File: config.mk
export PLATFORM = sky130hd
export DESIGN_NAME = trace_fifo
export DESIGN_NICKNAME = d
export VERILOG_FILES = /design/src/rtl/trace_checker_fifo.sv
export SDC_FILE = /design/constraint.sdc
export NUM_CORES = 1
export LEC_CHECK = 0
export BUFFER_PORTS_ARGS = -buffer_cell sky130_fd_sc_hd__buf_4
export CORE_ASPECT_RATIO = 1.75
export CORE_UTILIZATION = 40
export DETAILED_ROUTE_END_ITERATION = 10
export PLACE_DENSITY_LB_ADDON = 0.1
export SKIP_LAST_GASP = 1
export SLEW_MARGIN = 20
export SYNTH_ARGS = -nofsm -noshare
export SYNTH_HDL_FRONTEND = slang
export SYNTH_SLANG_ARGS = --single-unit
export TNS_END_PERCENT = 100
File: constraint.sdc
create_clock -name clk -period 9.8 [get_ports clk]
set_input_delay 1.96 -clock clk [delete_from_list [all_inputs] [get_ports clk]]
set_output_delay 1.96 -clock clk [all_outputs]
set_load 0.1 [all_outputs]
File: src/rtl/trace_checker_fifo.sv
// Synchronous FIFO holding captured write-back entries. Pointers carry one
// extra wrap bit so full and empty are distinguished by the MSB.
module trace_fifo #(
    parameter int WIDTH = 73,
    parameter int DEPTH = 8
) (
    input  logic             clk,
    input  logic             reset,
    input  logic             push,
    input  logic             pop,
    input  logic [WIDTH-1:0] wdata,
    output logic [WIDTH-1:0] rdata,
    output logic             full,
    output logic             empty
);

    localparam int AW = $clog2(DEPTH);

    logic [WIDTH-1:0] mem [DEPTH];
    logic [AW:0]      wr_ptr;
    logic [AW:0]      rd_ptr;

    // Advance read/write pointers; reset empties the FIFO.
    always_ff @(posedge clk or posedge reset) begin
        if (reset) begin
            wr_ptr <= '0;
            rd_ptr <= '0;
        end else begin
            if (push)
                wr_ptr <= wr_ptr + 1'b1;
            if (pop && !empty)
                rd_ptr <= rd_ptr + 1'b1;
        end
    end

    // Storage array; contents need no reset since pointers gate visibility.
    always_ff @(posedge clk) begin
        if (push)
            mem[wr_ptr[AW-1:0]] <= wdata;
    end

    assign rdata = mem[rd_ptr[AW-1:0]];
    assign empty = (wr_ptr == rd_ptr);
    assign full  = (wr_ptr[AW] != rd_ptr[AW]) && (wr_ptr[AW-1:0] == rd_ptr[AW-1:0]);

endmodule

After elaboration in Yosys (flattened, before gate mapping)
Memories as Yosys holds them, arrays and structs flattened.
Index checks and enable logic that the tools add are counted.
{ "word_totals": {"regBits": 8, "ramBits": 584, "inputBits": 77, "out_inout_bits": 75, "word_cells": 13, "mem_count": 1} }
{ "memory_table": {"columns": ["name", "words", "width", "rd", "rd_clocked_by_memory_dff", "write_ports", "line", "source"], "rows": [
  ["mem", 8, 73, 1, 0, 1, "19", "logic [WIDTH-1:0] mem [DEPTH];"]
]} }
{ "classes": {"n_addsub": 2, "n_eq_ne": 3, "muxes": 2, "reduce_logical": 3} }
{ "ops": {"columns": ["op", "n"], "rows": [
  ["adder 4 x 1 -> 4 bit (second input constant)", 2],
  ["equality test 4 bit", 1],
  ["equality test 3 bit", 1],
  ["logical AND 1 bit", 2],
  ["two-way mux 1 bit", 2],
  ["zero test 1 bit", 1],
  ["!= test 1 bit", 1]
]} }

Logic depth before layout (Yosys ltp)
Gate-level depths: netlist of the first run.
{ "depth": {"ltp_word": 3, "ltp_mapped": 6} }

Least setup slack after synthesis of the first run
Ideal clock, no wire load.
{ "synth_timing": {"kind": "input to register", "startpoint": "in push", "endpoint": "mem mem[0][0] (enable)", "arrival_ps": 7009, "required_time_ps": 9206, "setup_slack_ps": 2197, "stages": 2, "n_path_buf": 0, "cell_sequence": "nand2b_1 > nor3_1"} }
{ "synth_between": {"elab_chain_cells": 2} }
{ "synth_rtl": {"columns": ["item", "line", "source"], "rows": [
  ["start, declared", "9", "input logic push,"],
  ["two-way mux 1 bit", "38", "if (push)"],
  ["two-way mux 1 bit (implied by the code)", "39", "mem[wr_ptr[AW-1:0]] <= wdata;"],
  ["end, declared", "19", null]
]} }
Every way passes these cells.

Worst setup path after layout of the first run
{ "layout_timing": {"startpoint": "reg rd_ptr[0]", "endpoint": "out rdata[37]"} }
{ "layout_between": {"elab_chain_cells": 1} }
{ "layout_rtl": {"columns": ["item", "line", "source"], "rows": [
  ["start, declared", "21", "logic [AW:0] rd_ptr;"],
  ["start signal, assigned", "32", "rd_ptr <= rd_ptr + 1'b1;"],
  ["memory (8 x 73 bit)", null, null],
  ["end, declared", "12", "output logic [WIDTH-1:0] rdata,"]
]} }
Every way passes these cells.

==> results.sh, run 1 <==
export IMPL_path_max_fanout=48
export IMPL_hp_start="rd_ptr[3]"
export IMPL_synthSimpleGateAreaFrac=0.00419
export IMPL_hp_class="reg2reg"
export IMPL_synth_top_family_by_area="multiplexers"
export IMPL_nNetsFinal=1159
export IMPL_grtUsageTotal=0.163
export IMPL_post_cts_buffers=0
export IMPL_cp_num_buf_inv=2
export IMPL_synth_nets=973
export IMPL_yosysUniqueCellTypes=24
export IMPL_root_buffer="clkbuf_16"
export IMPL_drc=0
export IMPL_rsz0062_at_grt="false"
export IMPL_timing_final_ws_setup_ns=4.24
export IMPL_dieArea_sq_um=57000
export IMPL_grt_pass1_wl_um=68100
export IMPL_status="finished clean"
export IMPL_grt_overflow_total=0
export IMPL_io_buffers=151
export IMPL_layout_commonest_cell="edfxtp_1"
export IMPL_maxSlewHeadroom=0.339
export IMPL_core_area_sq_um=55300
export IMPL_cts_path_max_buffers=3
export IMPL_die_h_um=315
export IMPL_dp_hpwl_um=23400
export IMPL_synth_xor_area_share=0.00352
export IMPL_cts_tree="yes"
export IMPL_synth_area_top_cells="edfxtp_1 78%, mux4_2 15%, mux2_2 3.7%"
export IMPL_grt_pass1_vias=10800
export IMPL_finClkSkew_ns=0.0128
export IMPL_route_vias_total=9696
export IMPL_setup_tns_final_ns=0
export IMPL_yosysTopAreaCell="edfxtp_1"
export IMPL_setup_violations=0
export IMPL_cts_resized=0
export IMPL_cpPeakStageDelay_ns=0.94
export IMPL_pre_cts_slack_ns=4.71
export IMPL_maxSlewViolCount=0
export IMPL_start_kind="flop"
export IMPL_cts_sinks=592
export IMPL_fillCellCount=4630
export IMPL_routed_wl_um=45100
export IMPL_fmax_ghz=0.180
export IMPL_dr_pass1_iters=5
export IMPL_ys_warnings_count=0
export IMPL_synth_compound_gate_area_share=0.00168
export IMPL_netlist_instances=894
export IMPL_synth_fa_ha_area_frac=0.00112
export IMPL_crit_slowest_cell="dfrtp_4"
export IMPL_yosys_area_top_type_share=0.783
export IMPL_grt_max_degree=61
export IMPL_cts_made_buffers=54
export IMPL_pin_count=152
export IMPL_area_growth_pct=16.4
export IMPL_multiInputGateArea_sq_um=4420
export IMPL_gp_congestion=0.666
export IMPL_cts_hold_buf=0
export IMPL_avgRoutedWirePerCell_um=24.9
export IMPL_regArea_sq_um=17700
export IMPL_ys_ff_latch=592
export IMPL_critPathKind="reg2out"
export IMPL_path_delay_family="buffers and inverters"
export IMPL_antenna_found_initial=2
export IMPL_min_period_ns=5.56
export IMPL_utilization=0.471
export IMPL_clkLatencyLatePin_ns=0.58
export IMPL_num_rows=114
export IMPL_reg2reg_from="wr_ptr[0]"
export IMPL_cp_data_required_time_ns=7.84
export IMPL_antenna_left=0
export IMPL_drive_above_1_share=0.428
export IMPL_muxShareOfSynthArea=0.185
export IMPL_drtIter0Drc=510
export IMPL_hold_violations=0
export IMPL_fin_crit_sh=0.567
export IMPL_cp_arrival_ns=3.60
export IMPL_crit_path_frequent_cell="buf_4"
export IMPL_syn_area_sq_um=22400
export IMPL_syn_mean_instance_area_sq_um=25.1
export IMPL_mostFrequentLayoutCells="584 x edfxtp_1, 172 x buf_4, 146 x mux4_2, 74 x mux2_2, 57 x clkbuf_16"
export IMPL_worstMarginPinSlew_ns=0.991
export IMPL_vias_per_cell=5.34
export IMPL_start_util=0.405
export IMPL_synth_seq_area_share=0.792
export IMPL_crit_start="rd_ptr[0]"
export IMPL_cap_violations=0
export IMPL_cp_cell_sequence="buf_4 > mux4_2 > mux2_2 > buf_4"
export IMPL_end_kind="output pin"
export IMPL_die_w_um=181
export IMPL_clk_pin_slew_worst_paths_ns=0.06
export IMPL_cts_max_level=2
cells by family (layout without fill, tap and decap cells):
family / after synthesis / count (layout)
compound gates: 4 / 4
xor+xnor: 9 / 9
fa+ha+maj: 2 / 2
buf+inv: 46 / 270
flops: 592 / 592
mux: 221 / 221
other cells: 0 / 1
simple gates: 20 / 20
metal layers:
metal / GRT usage / part of all wire
met1: 0.205 / 0.42
met2: 0.288 / 0.52
met3: 0.0288 / 0.040
met4: 0.0505 / 0.021
met5: 0 / 0.00018
area by class of cell:
class,instances,share of cell area
flip-flops and latches,592,0.681
multi-input cells,256,0.170
clock buffers,70,0.0566
repair buffers,173,0.0506
well taps,696,0.0334
clock inverters,24,0.00864
inverters,3,0.000432
diodes,1,0.0000960
flip-flops by register name, indices dropped and copies added, names as in the netlist:
register	flops
mem	584
rd_ptr	4
wr_ptr	4
synth_stat cells:
| cell | number |
|---|---|
| edfxtp_1 | 584 |
| mux4_2 | 146 |
| mux2_2 | 74 |
| buf_2 | 16 |
| buf_6 | 13 |
| clkbuf_1 | 8 |
| dfrtp_1 | 8 |
| nor2_1 | 7 |
| xnor2_1 | 7 |
| buf_1 | 6 |
| nand2_1 | 5 |
| inv_1 | 3 |
| nand2b_1 | 3 |
| ha_1 | 2 |
| nor3_1 | 2 |
| xor2_1 | 2 |
| a311o_1 | 1 |
| a41o_1 | 1 |
| a41oi_1 | 1 |
| and4_1 | 1 |
| mux2_1 | 1 |
| nand3_1 | 1 |
| nand4_1 | 1 |
| o311ai_1 | 1 |
per-stage QoR:
| step | hold WS, ns | area, sq um | std cells |
|---|---|---|---|
| detailed placement | 0.559 | 24300 | 1719 |
| CTS | 0.572 | 26000 | 1813 |
| floorplan | 0.510 | 22400 | 894 |
| global route | 0.602 | 26100 | 1815 |
| global placement | 0.531 | 24300 | 1719 |
| finish | 0.581 | 26100 | 1815 |
path summary, 6_finish.rpt:
check	to	slack, ns	cells after the start
setup / recovery	rdata[37]	4.24	4
hold / removal	rd_ptr[3]	0.58	2
setup reg to reg	mem[6][40]	7.19	4
hold reg to reg	rd_ptr[3]	0.58	2
max in group asynchronous	rd_ptr[0]	8.20	2
min in group asynchronous	wr_ptr[1]	1.32	2
worst reg2reg max path, cell delays in order, from the launching register on:
cell	delay [ns]
dfrtp_1	0.45
nand2b_1	0.34
nor2_4	0.16
buf_4	0.64
buf_4	0.62
Power of run 1 is not shown: default switching activity piles up to over one toggle a cycle in this logic, so the estimate is an artifact.
==> run 2, diff against run 1 <==
==> constraint.sdc (replaced) <==
create_clock -name clk -period 5.8 [get_ports clk]
set_input_delay 1.16 -clock clk [delete_from_list [all_inputs] [get_ports clk]]
set_output_delay 1.16 -clock clk [all_outputs]
set_load 0.1 [all_outputs]
==> run 2 against run 1 <==
Against the previous run:
- sequential share of layout area fell by 0.21 points
- cell area rose by 0.31%
- wire length rose by 2.5%
- critical endpoint is now rdata[25]
- cell count barely moved
- via count barely moved
- sequential cell count did not move
- non-clock buffer count fell by 1
- first-iteration DRC count fell by 6.5%
==> results.sh, run 2 (same netlist as run 1, synthesis figures left out) <==
export IMPL_largest_reg_flops=584
export IMPL_gp_congestion=0.696
export IMPL_vias_per_cell=5.34
export IMPL_setup_tns_final_ns=0
export IMPL_grt_pass1_wl_um=69200
export IMPL_maxSlewViolCount=0
export IMPL_drc=0
export IMPL_worstSetupPathDepth=4
export IMPL_reg2reg_from="wr_ptr[0]"
export IMPL_cts_made_buffers=53
export IMPL_diodes=0
export IMPL_path_max_fanout=39
export IMPL_cp_arrival_ns=3.10
export IMPL_io_buffers=151
export IMPL_grt_overflow_total=0
export IMPL_clkLatencyLatePin_ns=0.58
export IMPL_maxSlewHeadroom=0.308
export IMPL_r2r_end="mem[2][22]"
export IMPL_start_kind="flop"
export IMPL_cp_num_buf_inv=2
export IMPL_num_rows=114
export IMPL_drive_above_1_share=0.432
export IMPL_die_h_um=315
export IMPL_cts_max_level=2
export IMPL_mostFrequentLayoutCells="584 x edfxtp_1, 163 x buf_4, 146 x mux4_2, 74 x mux2_2, 55 x clkbuf_16"
export IMPL_cp_data_required_time_ns=4.64
export IMPL_hp_class="in2async"
export IMPL_rsz0062_at_grt="false"
export IMPL_cts_sinks=592
export IMPL_antenna_found_initial=1
export IMPL_grtUsageTotal=0.166
export IMPL_core_area_sq_um=55300
export IMPL_root_buffer="clkbuf_16"
export IMPL_layout_commonest_cell="edfxtp_1"
export IMPL_fmax_ghz=0.235
export IMPL_crit_path_frequent_cell="buf_4"
export IMPL_cts_tree="yes"
export IMPL_grt_max_degree=91
export IMPL_cp_cell_sequence="buf_4 > mux4_2 > mux2_2 > buf_4"
export IMPL_path_delay_family="flip-flops"
export IMPL_setup_violations=0
export IMPL_r2r_slack_ns=3.34
export IMPL_status="finished clean"
export IMPL_finClkSkew_ns=0.0124
export IMPL_fin_crit_sh=0.734
export IMPL_nNetsFinal=1157
export IMPL_end_kind="output pin"
export IMPL_route_vias_total=9694
export IMPL_dr_pass1_iters=4
export IMPL_area_growth_pct=16.8
export IMPL_dieArea_sq_um=57000
export IMPL_cap_violations=0
export IMPL_post_cts_buffers=0
export IMPL_cts_hold_buf=0
export IMPL_drtIter0Drc=477
export IMPL_critPathKind="reg2out"
export IMPL_min_period_ns=4.26
export IMPL_pin_count=152
export IMPL_die_w_um=181
export IMPL_reg2regPathDepth=3
export IMPL_antenna_left=0
export IMPL_routed_wl_um=46300
export IMPL_cts_resized=0
export IMPL_start_util=0.405
export IMPL_crit_slowest_cell="dfrtp_4"
export IMPL_worstMarginPinSlew_ns=1.04
export IMPL_dp_hpwl_um=24600
export IMPL_cts_path_max_buffers=3
export IMPL_fillCellCount=4668
export IMPL_cpPeakStageDelay_ns=0.96
export IMPL_hold_violations=0
export IMPL_grt_pass1_vias=10800
export IMPL_clk_pin_slew_worst_paths_ns=0.06
export IMPL_avgRoutedWirePerCell_um=25.5
==> run 2: cell types whose count changed in the layout (fill, tap and decap cells not counted), moves of 4 or more <==
cell,before,now
clkinv_2,8,12
buf_4,172,163
clkbuf_1,13,9
buf_12,0,9
==> run 2: per-layer routing <==
layer / wire length, um / track usage
met1: 19100 / 0.207
met2: 24400 / 0.297
met3: 1800 / 0.0286
met4: 978 / 0.0466
met5: 13 / 0
==> run 2: layout make-up <==
class | count | area [sq um] | area share
inverter | 3 | 11.3 | 0.000431
tap | 696 | 871 | 0.0333
clock inverter | 31 | 275 | 0.0105
sequential | 592 | 17700 | 0.679
multi-input combinational | 256 | 4440 | 0.170
clock buffer | 64 | 1410 | 0.0539
timing repair buffer | 172 | 1400 | 0.0537
==> run 2: worst max-delay path by stage <==
stage / from / to / slack, ns
6_report: rd_ptr[0] / rdata[25] / 1.54
5_1_grt: rd_ptr[0] / rdata[25] / 1.33
4_1_cts: rd_ptr[0] / rdata[25] / 1.42
3_5_place_dp: rd_ptr[0] / rdata[25] / 2.07
3_3_place_gp: rd_ptr[0] / rdata[65] / 2.08
2_1_floorplan: push / mem[7][0] / 0.90
==> run 2: through the flow <==
step / hold WS [ns] / cells / utilization / cell area, sq um / worst slack, ns
2_1_floorplan: 0.510 / 894 / - / 22400 / 0.900
3_3_place_gp: 0.540 / 1719 / 0.442 / 24500 / 2.08
3_5_place_dp: 0.542 / 1719 / 0.442 / 24500 / 2.07
4_1_cts: 0.521 / 1814 / 0.473 / 26200 / 1.42
5_1_grt: 0.559 / 1814 / 0.473 / 26200 / 1.33
6_report: 0.543 / 1814 / 0.473 / 26200 / 1.54
Power of run 2 is left out for the same reason.
